## src/rtl/uart_packet_rx.sv

```systemverilog
// uart_packet_rx: framed-packet parser behind the UART receiver.
// Hunts for SYNC_BYTE, reads LEN, assembles little-endian 16-bit words into
// a show-ahead FIFO and reports each framed packet's outcome on a status pulse.
// Optional feature macro: UART_PACKET_CSUM_EN adds the trailing XOR checksum
// byte and status 2 (checksum mismatch); without it the frame ends after the
// last payload byte.
//
// state  | meaning
// IDLE   | hunting for SYNC_BYTE, other bytes ignored
// LEN    | next byte is the word count
// LO     | next byte is the low byte of a word
// HI     | next byte is the high byte; the word is pushed
// CSUM   | next byte is the checksum (only reachable with the checksum enabled)
module uart_packet_rx #(
   parameter int         FIFO_DEPTH     = 8,
   parameter int         TIMEOUT_CYCLES = 4096,
   parameter logic [7:0] SYNC_BYTE      = 8'hA5
) (
   input  logic        clk_in,
   input  logic        rst_in,
   input  logic        valid_in,
   input  logic [7:0]  data_in,
   input  logic        ready_in,
   output logic        valid_out,
   output logic [15:0] data_out,
   output logic        last_out,
   output logic        status_valid_out,
   output logic [2:0]  status_out
);

   localparam int PW = $clog2(FIFO_DEPTH);
   localparam int FW = PW + 1;
   localparam int TW = $clog2(TIMEOUT_CYCLES + 1);
   localparam logic [FW-1:0] FULL_CNT = FW'(FIFO_DEPTH);
   localparam logic [TW-1:0] TMO_LAST = TW'(TIMEOUT_CYCLES - 1);

   localparam logic [2:0] ST_OK   = 3'd0;
   localparam logic [2:0] ST_ZERO = 3'd1;
   localparam logic [2:0] ST_BAD  = 3'd2;
   localparam logic [2:0] ST_TMO  = 3'd3;
   localparam logic [2:0] ST_OVF  = 3'd4;

   typedef enum logic [2:0] {S_IDLE, S_LEN, S_LO, S_HI, S_CSUM} state_t;

   state_t          state_q, state_d;
   logic [7:0]      cnt_q, cnt_d;
   logic [7:0]      lo_q, lo_d;
   logic [TW-1:0]   tmo_q, tmo_d;
   logic            stat_v_q, stat_v_d;
   logic [2:0]      stat_q, stat_d;
`ifdef UART_PACKET_CSUM_EN
   logic [7:0]      csum_q, csum_d;
`endif

   logic [16:0]     fifo_mem_q [FIFO_DEPTH];
   logic [PW-1:0]   wr_q, wr_d, rd_q, rd_d;
   logic [FW-1:0]   fill_q, fill_d;
   logic            push, push_last, pop, fifo_full;

   assign fifo_full = (fill_q == FULL_CNT);
   assign pop       = valid_out && ready_in;

   // Packet FSM next-state, word push request, timeout and status decisions.
   always_comb begin
      state_d   = state_q;
      cnt_d     = cnt_q;
      lo_d      = lo_q;
      tmo_d     = tmo_q;
      stat_v_d  = 1'b0;
      stat_d    = stat_q;
      push      = 1'b0;
      push_last = 1'b0;
`ifdef UART_PACKET_CSUM_EN
      csum_d    = csum_q;
`endif
      if (state_q == S_IDLE) begin
         tmo_d = '0;
         if (valid_in && (data_in == SYNC_BYTE)) begin
            state_d = S_LEN;
         end
      end else if (valid_in) begin
         tmo_d = '0;
         case (state_q)
            S_LEN: begin
               if (data_in == 8'd0) begin
                  stat_v_d = 1'b1;
                  stat_d   = ST_ZERO;
                  state_d  = S_IDLE;
               end else begin
                  cnt_d   = data_in;
`ifdef UART_PACKET_CSUM_EN
                  csum_d  = data_in;
`endif
                  state_d = S_LO;
               end
            end
            S_LO: begin
               lo_d    = data_in;
`ifdef UART_PACKET_CSUM_EN
               csum_d  = csum_q ^ data_in;
`endif
               state_d = S_HI;
            end
            S_HI: begin
               // A full FIFO still takes the word if the head leaves this cycle.
               if (fifo_full && !pop) begin
                  stat_v_d = 1'b1;
                  stat_d   = ST_OVF;
                  state_d  = S_IDLE;
               end else begin
                  push   = 1'b1;
                  cnt_d  = cnt_q - 8'd1;
`ifdef UART_PACKET_CSUM_EN
                  csum_d = csum_q ^ data_in;
`endif
                  if (cnt_q == 8'd1) begin
                     push_last = 1'b1;
`ifdef UART_PACKET_CSUM_EN
                     state_d   = S_CSUM;
`else
                     stat_v_d  = 1'b1;
                     stat_d    = ST_OK;
                     state_d   = S_IDLE;
`endif
                  end else begin
                     state_d = S_LO;
                  end
               end
            end
            S_CSUM: begin
`ifdef UART_PACKET_CSUM_EN
               stat_v_d = 1'b1;
               stat_d   = (data_in == csum_q) ? ST_OK : ST_BAD;
`endif
               state_d  = S_IDLE;
            end
            default: state_d = S_IDLE;
         endcase
      end else if (tmo_q == TMO_LAST) begin
         tmo_d    = '0;
         stat_v_d = 1'b1;
         stat_d   = ST_TMO;
         state_d  = S_IDLE;
      end else begin
         tmo_d = tmo_q + TW'(1);
      end
   end

   // FSM, datapath and status registers.
   always_ff @(posedge clk_in or posedge rst_in) begin
      if (rst_in) begin
         state_q  <= S_IDLE;
         cnt_q    <= '0;
         lo_q     <= '0;
         tmo_q    <= '0;
         stat_v_q <= 1'b0;
         stat_q   <= '0;
`ifdef UART_PACKET_CSUM_EN
         csum_q   <= '0;
`endif
      end else begin
         state_q  <= state_d;
         cnt_q    <= cnt_d;
         lo_q     <= lo_d;
         tmo_q    <= tmo_d;
         stat_v_q <= stat_v_d;
         stat_q   <= stat_d;
`ifdef UART_PACKET_CSUM_EN
         csum_q   <= csum_d;
`endif
      end
   end

   // FIFO pointer and occupancy next values.
   always_comb begin
      wr_d = push ? wr_q + PW'(1) : wr_q;
      rd_d = pop ? rd_q + PW'(1) : rd_q;
      case ({push, pop})
         2'b10:   fill_d = fill_q + FW'(1);
         2'b01:   fill_d = fill_q - FW'(1);
         default: fill_d = fill_q;
      endcase
   end

   // FIFO pointers and occupancy.
   always_ff @(posedge clk_in or posedge rst_in) begin
      if (rst_in) begin
         wr_q   <= '0;
         rd_q   <= '0;
         fill_q <= '0;
      end else begin
         wr_q   <= wr_d;
         rd_q   <= rd_d;
         fill_q <= fill_d;
      end
   end

   // FIFO storage: {last, hi, lo}; contents only matter while occupied.
   always_ff @(posedge clk_in) begin
      if (push) begin
         fifo_mem_q[wr_q] <= {push_last, data_in, lo_q};
      end
   end

   assign valid_out           = (fill_q != '0);
   assign {last_out, data_out} = valid_out ? fifo_mem_q[rd_q] : 17'd0;
   assign status_valid_out    = stat_v_q;
   assign status_out          = stat_q;

endmodule

```

## config.mk

```make
export PLATFORM = sky130hd
export DESIGN_NAME = uart_packet_rx
export DESIGN_NICKNAME = d
export VERILOG_FILES = /design/src/rtl/uart_packet_rx.sv
export SDC_FILE = /design/constraint.sdc
export NUM_CORES = 1
export LEC_CHECK = 0
export CAP_MARGIN = 10
export CORE_MARGIN = 1.5
export CORE_UTILIZATION = 55
export DETAILED_ROUTE_END_ITERATION = 12
export DONT_BUFFER_PORTS = 1
export HOLD_SLACK_MARGIN = 0.08
export PLACE_DENSITY = 0.81
export SLEW_MARGIN = 20
export SYNTH_ARGS = -nofsm -noshare
export SYNTH_HDL_FRONTEND = slang
export SYNTH_SLANG_ARGS = --single-unit
```

## constraint.sdc

```tcl
create_clock -name clk_in -period 5.22 [get_ports clk_in]
set_clock_uncertainty 0.2 [all_clocks]
set_input_delay 1.044 -clock clk_in [delete_from_list [all_inputs] [get_ports clk_in]]
set_output_delay 1.044 -clock clk_in [all_outputs]
set_load 0.01 [all_outputs]
```

==> metrics.md, run 1 <==
| Metric | Value |
|---|---|
| Final hold violation count | 0 |
| Fmax | 261 MHz |
| CP Class | reg2out |
| Quantity of hold-fixing buffers added after cts | 0 |
| Cell-internal power | 3.07 mW |
| CTS tree | built |
| Area of the mapped netlist | 0.00755 mm² |
| CTS sink cnt | 181 |
| P_leak | 2.94 nW |
| Dpl ws | 1.79 ns |
| Top FF cell, synth | edfxtp_1 |
| Initial core utilization | 56.6% |
| Clock share of power | 29.1% |
| Metal-1 WL | 5810 µm |
| Final #Nets | 478 |
| Most common cell after layout, fill and taps aside | edfxtp_1 |
| Combinational share of power | 23.3% |
| Post-synth EDFFs | 136 |
| TritonCTS Buffers | 17 |
| Setup WS post-layout | 1.40 ns |
| Crit path cell chain | buf_4 -> mux4_2 -> mux2i_1 -> nor2_1 |
| Yosys warnings | 0 |
| Tmin final | 3.82 ns |
| Setup violators final | 0 |
| DR pass1 iterations | 7 |
| Total wire length | 14600 µm |
| Startpoint types | flip-flop |
| Sw frac | 29.8% |
| Outcome | complete, no violations |
| Worst-path clk slew | 0.06 ns |
| Mapped Nets | 467 |
| P per Cell Area | 521 mW/mm² |
| Diodes inserted | 0 |
| Vias in the first global route | 4043 |
| Final RePlAce weighted congestion | 0.783 |
| Syn avg cell area | 16.9 µm² |
| Post-CTS resize count | 0 |
| Relative slew margins | 42.4% |
| Total GRT Usage | 22.0% |
| Initial antenna violation count | 0 |
| Clock latency on the worst-skew pair | 0.42 ns |
| Syn Inst Count | 447 |
| FF+latch area | 0.00521 mm² |
| Die H | 120 µm |
| DRT antenna net count | 0 |
| Ratio of cells with drive above 1 in the final layout | 22.7% |
| DIE AREA | 0.0144 mm² |
| Slew @ Worst Pin | 0.857 ns |
| Synth top area share | 54.1% |
| Die width | 120 µm |
| First-pass GRT wire length | 23000 µm |
| Worst min-delay path class | reg2reg |
| Area of the multi-input gates | 0.00223 mm² |
| Worst ir drop on vdd | 271 µV |
| Pin count of the biggest net entering global routing | 46 |
| Critical Path End Type | output pin |
| RSZ-0062 raised after global routing | false |
| FFs w/ async S/R, synth | 24.9% |
| Grt ovf | 0 |
| Post-CTS Repair Setup Buffers | 0 |
| Placement Rows | 42 |
| DP HPWL | 8660 µm |
| CTS max path bufs | 2 |
| Critical path data arrival time | 2.58 ns |
| PortBufs | 0 |
| Distinct cells, synth | 60 |
| Core Box Area | 0.0133 mm² |
| Fin. max-slew vios | 0 |
| Seq/Total Area, Yosys | 69.0% |
| Most frequent cells in the layout | 136 x edfxtp_1, 43 x dfrtp_1, 41 x nor2_1, 34 x mux4_2, 18 x mux2i_1 |
| Period Utilization, post-route | 73.3% |
| Max stage delay on crit path | 0.81 ns |
| Area leader, netlist | edfxtp_1 |
| I/O pin cnt | 34 |
| Max FO, Critical Path | 21 |
| Cell with the largest stage delay on the worst path | dfrtp_2 |
| Routed wl met2 | 7320 µm |
| MaxCap Viol Count | 0 |
| DR iter-0 viols | 508 |
| Share of power burned in registers | 47.7% |
| Dominant cells by area after synthesis | edfxtp_1 54%, dfrtp_1 15%, mux4_2 10% |
| Routed via count | 3931 |
| FF+latch count, synth | 181 |
| CP required | 3.98 ns |
| WL met3 | 1140 µm |
| DR top layer | met4 |
| DRC | 0 |
| Area grow syn2layout | 10.9% |
| Fill cells | 932 |
| CTS Root Cell | clkbuf_16 |
| P_sw | 1.30 mW |
| Vias per cell | 6.08 |
| Total negative slack | 0 ns |
| WL/cell | 22.6 µm |
| H-tree depth | 4 |
-- stage by stage --
step | std cells | util (%) | area, µm² | hold slack (ns) | power [mW]
3_5_place_dp | 615 | 58.3 | 7780 | 0.304 | 3.12
6_report | 647 | 62.8 | 8380 | 0.318 | 4.37
3_3_place_gp | 615 | 58.3 | 7780 | 0.288 | 3.07
5_1_grt | 647 | 62.8 | 8380 | 0.338 | 4.56
4_1_cts | 647 | 62.7 | 8370 | 0.315 | 4.41
2_1_floorplan | 447 | - | 7550 | 0.268 | 2.89
-- routing by layer --
metal	global-route usage (%)	up-vias
met5	0	-
met3	5.24	31
met2	34.9	162
met1	29.6	1988
met4	9.45	0
li1	-	1750
-- cell families (layout without fill, tap and decap cells) --
| kind of cell | after synthesis | in the layout | synth area share [%] |
|---|---|---|---|
| compound gates | 38 | 38 | 3.71 |
| xor+xnor | 18 | 18 | 2.09 |
| fa+ha+maj | 8 | 8 | 1.33 |
| buf+inv | 28 | 52 | 1.81 |
| flops | 181 | 181 | 69.0 |
| mux | 62 | 62 | 14.1 |
| simple gates | 112 | 112 | 8.02 |
-- final timing paths --
| kind | startpoint | endpoint | slack, ns | cells past startpoint |
|---|---|---|---|---|
| max in group asynchronous | rst_in | rd_q[2] | 3.88 | 1 |
| worst max register to register | fill_q[0] | fill_q[2] | 2.30 | 11 |
| worst min-delay path | tmo_q[0] | tmo_q[0] | 0.32 | 1 |
| worst min register to register | tmo_q[0] | tmo_q[0] | 0.32 | 1 |
| min in group asynchronous | rst_in | tmo_q[3] | 0.43 | 1 |
| worst max-delay path | rd_q[0] | data_out[8] | 1.40 | 4 |
-- layout make-up --
type	instances	area share [%]
clock buffer	22	5.54
multi-input combinational	238	26.6
sequential	181	62.2
inverter	10	0.493
clock inverter	10	1.57
tap	176	2.63
timing repair buffer	10	0.896
-- cell usage after synthesis (2+ instances only) --
cell type and n:
or3b_2 2, nor3b_1 2, nand3b_1 3, a21oi_1 9, buf_2 7, nand2b_1 4
a31oi_1 2, inv_1 8, nor2_1 41, buf_1 5, and3b_1 2, nand3_1 7
edfxtp_1 136, nand4_1 5, o22a_1 2, mux2_2 9, nor3_1 14, buf_4 3
and4_1 2, nand2_1 14, ha_1 8, nor4_1 3, o21ai_1 2, o22ai_2 2
mux2i_1 18, xnor2_1 9, mux4_2 34, o2bb2ai_1 3, or3_1 2, a2bb2oi_1 2
xor2_1 9, o21ai_0 5, dfrtp_1 45, nor4_2 2
-- power groups by stage --
stage	Combinational [mW]	Clock (mW)	Sequential, mW
2_1_floorplan	0.977	0	1.92
6_report	1.02	1.27	2.08
4_1_cts	1.03	1.29	2.08
3_3_place_gp	0.980	0	2.09
3_5_place_dp	1.02	0	2.11
5_1_grt	1.10	1.34	2.12
-- registers in the layout, indices dropped and copies added (netlist names) --
name              count
tmo_q                13
cnt_q                 8
rd_q                  3
state_q               2
fill_q                4
status_out            3
status_valid_out      1
lo_q                  8
wr_q                  3
fifo_mem_q          136
-- critical path: cells and delay by family, from the launching register on --
family / cells / cell delay [ns]
buffers and inverters: 1 / 0.43
DFF: 1 / 0.81
muxes: 2 / 0.77
and+or+nand+nor: 1 / 0.12
Power figures use the tool's default switching activity.
==> run 2, diff against run 1 <==
--- a/config.mk
+++ b/config.mk
@@ -11,7 +11,7 @@
 export DETAILED_ROUTE_END_ITERATION = 12
 export DONT_BUFFER_PORTS = 1
 export HOLD_SLACK_MARGIN = 0.08
-export PLACE_DENSITY = 0.81
+export PLACE_DENSITY = 0.84
 export SLEW_MARGIN = 20
 export SYNTH_ARGS = -nofsm -noshare
 export SYNTH_HDL_FRONTEND = slang
==> constraint.sdc (replaced) <==
create_clock -name clk_in -period 3.15 [get_ports clk_in]
set_clock_uncertainty 0.2 [all_clocks]
set_input_delay 0.63 -clock clk_in [delete_from_list [all_inputs] [get_ports clk_in]]
set_output_delay 0.63 -clock clk_in [all_outputs]
set_load 0.01 [all_outputs]
==> run 2 against run 1 <==
  * Core utilization is 1.6 points higher
  * Count of clock-buffer cells in the layout is 2 higher
  * Die area stayed put
  * Worst setup slack worse by 1.2 ns
  * Largest power group unchanged
  * Total power is 69% higher
  * Critical endpoint is now data_out[3]
  * Final area is 2.6% higher
  * Global-route usage is 0.90 points higher
==> metrics.md, run 2 (synthesis gave the netlist of run 1 again) <==
| Metric | Value |
|---|---|
| Outcome | complete, no violations (unchanged) |
| Max FO, Critical Path | 16 (was 21) |
| Fin. max-slew vios | 0 (unchanged) |
| Critical Path End Type | output pin (unchanged) |
| Initial core utilization | 56.6% (unchanged) |
| First-pass GRT wire length | 23800 µm (was 23000 µm) |
| Most used routing layer | met2 (unchanged) |
| WL/cell | 22.4 µm (was 22.6 µm) |
| GRT met3 Usage | 5.71% (was 5.24%) |
| Final hold violation count | 0 (unchanged) |
| CTS Root Cell | clkbuf_16 (unchanged) |
| DR pass1 iterations | 5 (was 7) |
| Clock latency on the worst-skew pair | 0.43 ns (was 0.42 ns) |
| Slew @ Worst Pin | 0.886 ns (was 0.857 ns) |
| Worst min-delay path class | in2reg (was reg2reg) |
| Setup violators final | 0 (unchanged) |
| Routed via count | 4051 (was 3931) |
| Max stage delay on crit path | 0.64 ns (was 0.81 ns) |
| Worst ir drop on vdd | 437 µV (was 271 µV) |
| Ratio of cells with drive above 1 in the final layout | 22.4% (was 22.7%) |
| Met2 usage | 37.1% (was 34.9%) |
| H-tree depth | 4 (unchanged) |
| Fmax | 334 MHz |
| Top flop regs | fifo_mem_q: 136 flops, tmo_q: 13 flops (unchanged) |
| Grt ovf | 0 (unchanged) |
| Relative slew margins | 40.5% (was 42.4%) |
| Diodes inserted | 0 (unchanged) |
| DR iter-0 viols | 447 (was 508) |
| Cell with the largest stage delay on the worst path | dfrtp_4 (was dfrtp_2) |
| Area grow syn2layout | 13.8% (was 10.9%) |
| CTS max path bufs | 2 (unchanged) |
| P_leak | 3.04 nW (was 2.94 nW) |
| RSZ-0062 raised after global routing | false (unchanged) |
| Core Box Area | 0.0133 mm² (unchanged) |
| MaxCap Viol Count | 0 (unchanged) |
| Fill cells | 925 (was 932) |
| Most frequent cells in the layout | 136 x edfxtp_1, 44 x dfrtp_1, 41 x nor2_1, 34 x mux4_2, 18 x mux2i_1 (was 136 x edfxtp_1, 43 x dfrtp_1, 41 x nor2_1, 34 x mux4_2, 18 x mux2i_1) |
| Total wire length | 14900 µm (was 14600 µm) |
| Die H | 120 µm (unchanged) |
| Crit path cell chain | buf_12 -> mux4_2 -> mux2i_1 -> nor2_1 (was buf_4 -> mux4_2 -> mux2i_1 -> nor2_1) |
| Total power | 7.39 mW (was 4.37 mW) |
| DP HPWL | 8740 µm (was 8660 µm) |
| Post-layout util | 64.4% (was 62.8%) |
| Met1 Track Usage GR | 29.9% (was 29.6%) |
| Vias in the first global route | 4182 (was 4043) |
| CTS tree | built (unchanged) |
| CP Class | reg2out (unchanged) |
| Register bank with the most flops | fifo_mem_q (unchanged) |
| Vias per cell | 6.08 (about the same) |
| Post-CTS Repair Setup Buffers | 0 (unchanged) |
| Max FFs per register | 136 (unchanged) |
| Final RePlAce weighted congestion | 0.746 (was 0.783) |
| Period Utilization, post-route | 95.0% |
| CTS sink cnt | 181 (unchanged) |
| TritonCTS Buffers | 17 (unchanged) |
| DRT antenna net count | 0 (unchanged) |
| DIE AREA | 0.0144 mm² (unchanged) |
| Placement Rows | 42 (unchanged) |
| Critical path data arrival time | 2.16 ns (was 2.58 ns) |
| Tmin final | 2.99 ns |
| P per Cell Area | 861 mW/mm² (was 521 mW/mm²) |
| CP required | 2.32 ns (was 3.98 ns) |
| Worst-path clk slew | 0.06 ns (about the same) |
| Die width | 120 µm (unchanged) |
| Total GRT Usage | 22.9% (was 22.0%) |
| Initial antenna violation count | 0 (unchanged) |
| I/O pin cnt | 34 (unchanged) |
| Startpoint types | flip-flop (unchanged) |
| Pin count of the biggest net entering global routing | 46 (unchanged) |
| Most common cell after layout, fill and taps aside | edfxtp_1 (unchanged) |
| PortBufs | 0 (unchanged) |
| DRC | 0 (unchanged) |
| Final #Nets | 497 (was 478) |
[run 2: changes by cell type in the layout (fill, tap and decap cells not counted), moves of 2 or more]
cell and change:
buf_4 +5, clkbuf_1 +3, clkinv_2 -2, clkinvlp_4 -2, dfrtp_2 -2, dlygate4sd3_1 +13
[run 2: power by group]
part           switching, mW  internal [mW]  leakage [nW]
Clock                  0.835           1.35         0.293
Sequential             0.377           2.94          1.80
Combinational          0.974          0.913         0.947
Total                   2.19           5.21          3.04
[run 2: worst paths after layout]
kind	startpoint	end	slack, ns	cells past startpoint
worst max-delay path	rd_q[0]	data_out[3]	0.16	4
worst min-delay path	data_in[5]	lo_q[5]	0.15	1
worst max register to register	fill_q[0]	fill_q[2]	0.47	11
worst min register to register	tmo_q[0]	tmo_q[0]	0.32	1
max in group asynchronous	rst_in	rd_q[0]	1.62	2
min in group asynchronous	rst_in	rd_q[2]	0.59	2
[run 2: critical path: cells and delay by family, from the launching register on]
kind	cells	cell delay [ns]
buf+inv	1	0.23
mux	2	0.73
flops	1	0.64
simple gates	1	0.11
[run 2: routing by layer]
layer | wire (µm) | share of wire [%]
met1 | 6210 | 42
met2 | 7630 | 51
met3 | 770 | 5.2
met4 | 344 | 2.3
met5 | 0 | 0
[run 2: area by class of cell]
cell class,instances,area [µm²],share of cell area [%]
Tap cell,176,220,2.56
Clock buffer,24,462,5.37
Clock inverter,8,150,1.75
Sequential cell,181,5210,60.7
Inverter,10,41.3,0.481
Multi-Input combinational cell,238,2240,26.1
Timing Repair Buffer,29,263,3.06
[run 2: repair_timing]
item	in CTS	in global routing
endpoints found under the hold margin	54	21
hold buffers	11	2
setup endpoints to repair	1	0
resized for setup	1	0
[run 2: per-stage QoR]
stage                     instance area, µm²  hold WS (ns)  instances  worst slack (ns)  setup TNS [ns]
after floorplan                         7560         0.268        447            -0.104           -5.32
after global placement                  7850         0.285        621             0.513               0
after detailed placement                7850         0.309        621             0.460               0
after CTS                               8570        0.0804        664             0.113               0
after global routing                    8590         0.137        666            0.0426               0
final                                   8590         0.150        666             0.158               0
==> run 3, diff against run 2 <==
--- a/config.mk
+++ b/config.mk
@@ -7,11 +7,11 @@
 export LEC_CHECK = 0
 export CAP_MARGIN = 10
 export CORE_MARGIN = 1.5
-export CORE_UTILIZATION = 55
+export CORE_UTILIZATION = 57
 export DETAILED_ROUTE_END_ITERATION = 12
 export DONT_BUFFER_PORTS = 1
 export HOLD_SLACK_MARGIN = 0.08
-export PLACE_DENSITY = 0.84
+export PLACE_DENSITY = 0.86
 export SLEW_MARGIN = 20
 export SYNTH_ARGS = -nofsm -noshare
 export SYNTH_HDL_FRONTEND = slang
==> run 3 against run 2 <==
  * Final cell count fell by 0.75%
  * Fmax rose by 0.17%
  * Largest cell class unchanged
  * Non-clock buffer count fell by 1
  * Core utilization rose by 2.4 points
  * Worst hold slack got worse by 0.070 ns
  * Highest routed layer unchanged
  * Register-to-register slack got worse by 0.02 ns
  * Critical endpoint is now data_out[8]
  * Total power fell by 1.4%
  * Flip-flop and latch count did not move
  * Final area fell by 0.67%
  * Sequential share of layout area rose by 0.38 points
  * Die area fell by 3.4%
  * Sequential power fell by 1%
==> metrics.md, run 3 (synthesis gave the netlist of run 1 again) <==
| Metric | Value |
|---|---|
| P per Cell Area | 854 mW/mm² (was 861 mW/mm²) |
| MaxCap Viol Count | 0 (unchanged) |
| CTS sink cnt | 181 (unchanged) |
| Fill cells | 824 (was 925) |
| Vias per cell | 6.22 (was 6.08) |
| Most common cell after layout, fill and taps aside | edfxtp_1 (unchanged) |
| WL/cell | 22.8 µm (was 22.4 µm) |
| Slew @ Worst Pin | 0.938 ns (was 0.886 ns) |
| RSZ-0062 raised after global routing | false (unchanged) |
| Vias in the first global route | 4323 (was 4182) |
| Critical path data arrival time | 2.16 ns (about the same) |
| Post-CTS resize count | 0 (was 1) |
| Total GRT Usage | 23.4% (was 22.9%) |
| DIE AREA | 0.0139 mm² (was 0.0144 mm²) |
| Total wire length | 15000 µm (was 14900 µm) |
| Setup violators final | 0 (unchanged) |
| Clock latency on the worst-skew pair | 0.44 ns (was 0.43 ns) |
| Register bank with the most flops | fifo_mem_q (unchanged) |
| I/O pin cnt | 34 (unchanged) |
| Fmax | 335 MHz (was 334 MHz) |
| Top flop regs | fifo_mem_q: 136 flops, tmo_q: 13 flops (unchanged) |
| DP HPWL | 8820 µm (was 8740 µm) |
| Tmin final | 2.99 ns (about the same) |
| CP required | 2.32 ns (about the same) |
| Final #Nets | 496 (was 497) |
| Initial core utilization | 59.1% (was 56.6%) |
| Family with the most delay on the worst path | multiplexers (unchanged) |
| Diodes inserted | 0 (unchanged) |
| CP Class | reg2out (unchanged) |
| Total negative slack | 0 ns (unchanged) |
| Worst-path clk slew | 0.07 ns (was 0.06 ns) |
| DRC | 0 (unchanged) |
| Most frequent cells in the layout | 136 x edfxtp_1, 44 x dfrtp_1, 41 x nor2_1, 34 x mux4_2 (was 136 x edfxtp_1, 44 x dfrtp_1, 41 x nor2_1, 34 x mux4_2, 18 x mux2i_1) |
| PortBufs | 0 (unchanged) |
| First-pass GRT wire length | 23900 µm (was 23800 µm) |
| DR iter-0 viols | 317 (was 447) |
| H-tree depth | 4 (unchanged) |
| Ratio of cells with drive above 1 in the final layout | 23.7% (was 22.4%) |
| TritonCTS Buffers | 17 (unchanged) |
| Die width | 118 µm (was 120 µm) |
| Die H | 118 µm (was 120 µm) |
| WP buf/inv | 1 (unchanged) |
| Area grow syn2layout | 13.0% (was 13.8%) |
| Pin count of the biggest net entering global routing | 46 (unchanged) |
| Max FO, Critical Path | 32 (was 16) |
| Routed via count | 4112 (was 4051) |
| P_leak | 3.03 nW (was 3.04 nW) |
| Relative slew margins | 37.4% (was 40.5%) |
| Crit path cell chain | buf_12 -> mux4_2 -> mux2i_1 -> nor2_1 (unchanged) |
| Total power | 7.29 mW (was 7.39 mW) |
| DRT antenna net count | 0 (unchanged) |
| Startpoint types | flip-flop (unchanged) |
| Period Utilization, post-route | 94.8% (was 95.0%) |
| CTS tree | built (unchanged) |
| Grt ovf | 0 (unchanged) |
| Max FFs per register | 136 (unchanged) |
| CTS Root Cell | clkbuf_16 (unchanged) |
| Placement Rows | 41 (was 42) |
| Core Box Area | 0.0128 mm² (was 0.0133 mm²) |
| Final RePlAce weighted congestion | 0.780 (was 0.746) |
| Cell with the largest stage delay on the worst path | mux4_2 (was dfrtp_4) |
| Outcome | complete, no violations (unchanged) |
| Max stage delay on crit path | 0.57 ns (was 0.64 ns) |
| Worst min-delay path class | in2async (was in2reg) |
| CTS max path bufs | 2 (unchanged) |
| DR pass1 iterations | 4 (was 5) |
| Critical Path End Type | output pin (unchanged) |
| Fin. max-slew vios | 0 (unchanged) |
| Final hold violation count | 0 (unchanged) |
| Initial antenna violation count | 0 (unchanged) |
| Worst ir drop on vdd | 526 µV (was 437 µV) |
run 3: changes by cell type in the layout (fill, tap and decap cells not counted), sizes merged:
cell | previous run | this run
clkbuf | 24 | 18
clkinv | 4 | 7
inv | 9 | 13
bufinv | 4 | 2
buf | 16 | 19
dlygate4sd3 | 13 | 9
clkinvlp | 1 | 2
run 3: worst register-to-register path, delay by kind of cell, from the launching register on:
kind,cells,cell delay [ns]
and+or+nand+nor,4,0.83
xor gates and xnor gates,3,0.47
DFF,1,0.45
adders and majority gates,2,0.44
AOI/OAI and AO/OA,1,0.15
buffers and inverters,1,0.05
run 3: stage by stage:
stage	util, %	worst slack [ns]	instance area (µm²)	std cells	hold WS (ns)
2_1_floorplan	-	-0.104	7560	447	0.268
3_3_place_gp	61.6	0.540	7860	620	0.289
3_5_place_dp	61.6	0.465	7860	620	0.306
4_1_cts	66.8	0.160	8530	661	0.105
5_1_grt	66.8	0.0709	8530	661	0.125
6_report	66.8	0.163	8530	661	0.0800
run 3: worst paths after layout:
path                               end  cells past startpoint  slack (ns)        from
setup reg to reg             fill_q[2]                     11        0.45   fill_q[1]
min in group clk_in            lo_q[3]                      1        0.14  data_in[3]
hold / removal                tmo_q[6]                      1        0.08      rst_in
max in group asynchronous      rd_q[0]                      1        2.02      rst_in
hold reg to reg               tmo_q[0]                      1        0.31    tmo_q[0]
setup / recovery           data_out[8]                      4        0.16     rd_q[0]
run 3: per-layer routing:
| layer | vias up | share of wire [%] | track usage, % |
|---|---|---|---|
| met5 | - | 0 | 0 |
| met4 | 0 | 3.4 | 12.1 |
| met3 | 49 | 7.4 | 6.59 |
| met2 | 188 | 50 | 37.5 |
| met1 | 2080 | 39 | 29.3 |
| li1 | 1795 | - | - |
run 3: what timing repair did:
item,in CTS,in global routing
endpoints found under the setup margin,0,0
endpoints found under the hold margin,62,0
buffers inserted,0,0
hold buffers,9,0
run 3: cell type report:
cell class / count / area [µm²] / area share (%)
Sequential cell: 181 / 5210 / 61.1
Multi-Input combinational cell: 238 / 2240 / 26.3
Clock buffer: 18 / 429 / 5.03
Timing Repair Buffer: 28 / 245 / 2.87
Tap cell: 172 / 215 / 2.52
Clock inverter: 14 / 151 / 1.77
Inverter: 10 / 40.0 / 0.469
run 3: report_power, final:
part,total [mW],switching [mW],internal (mW)
clock,2.07,0.892,1.18
sequential,3.28,0.345,2.94
combinational,1.94,1.03,0.907
total,7.29,2.27,5.02
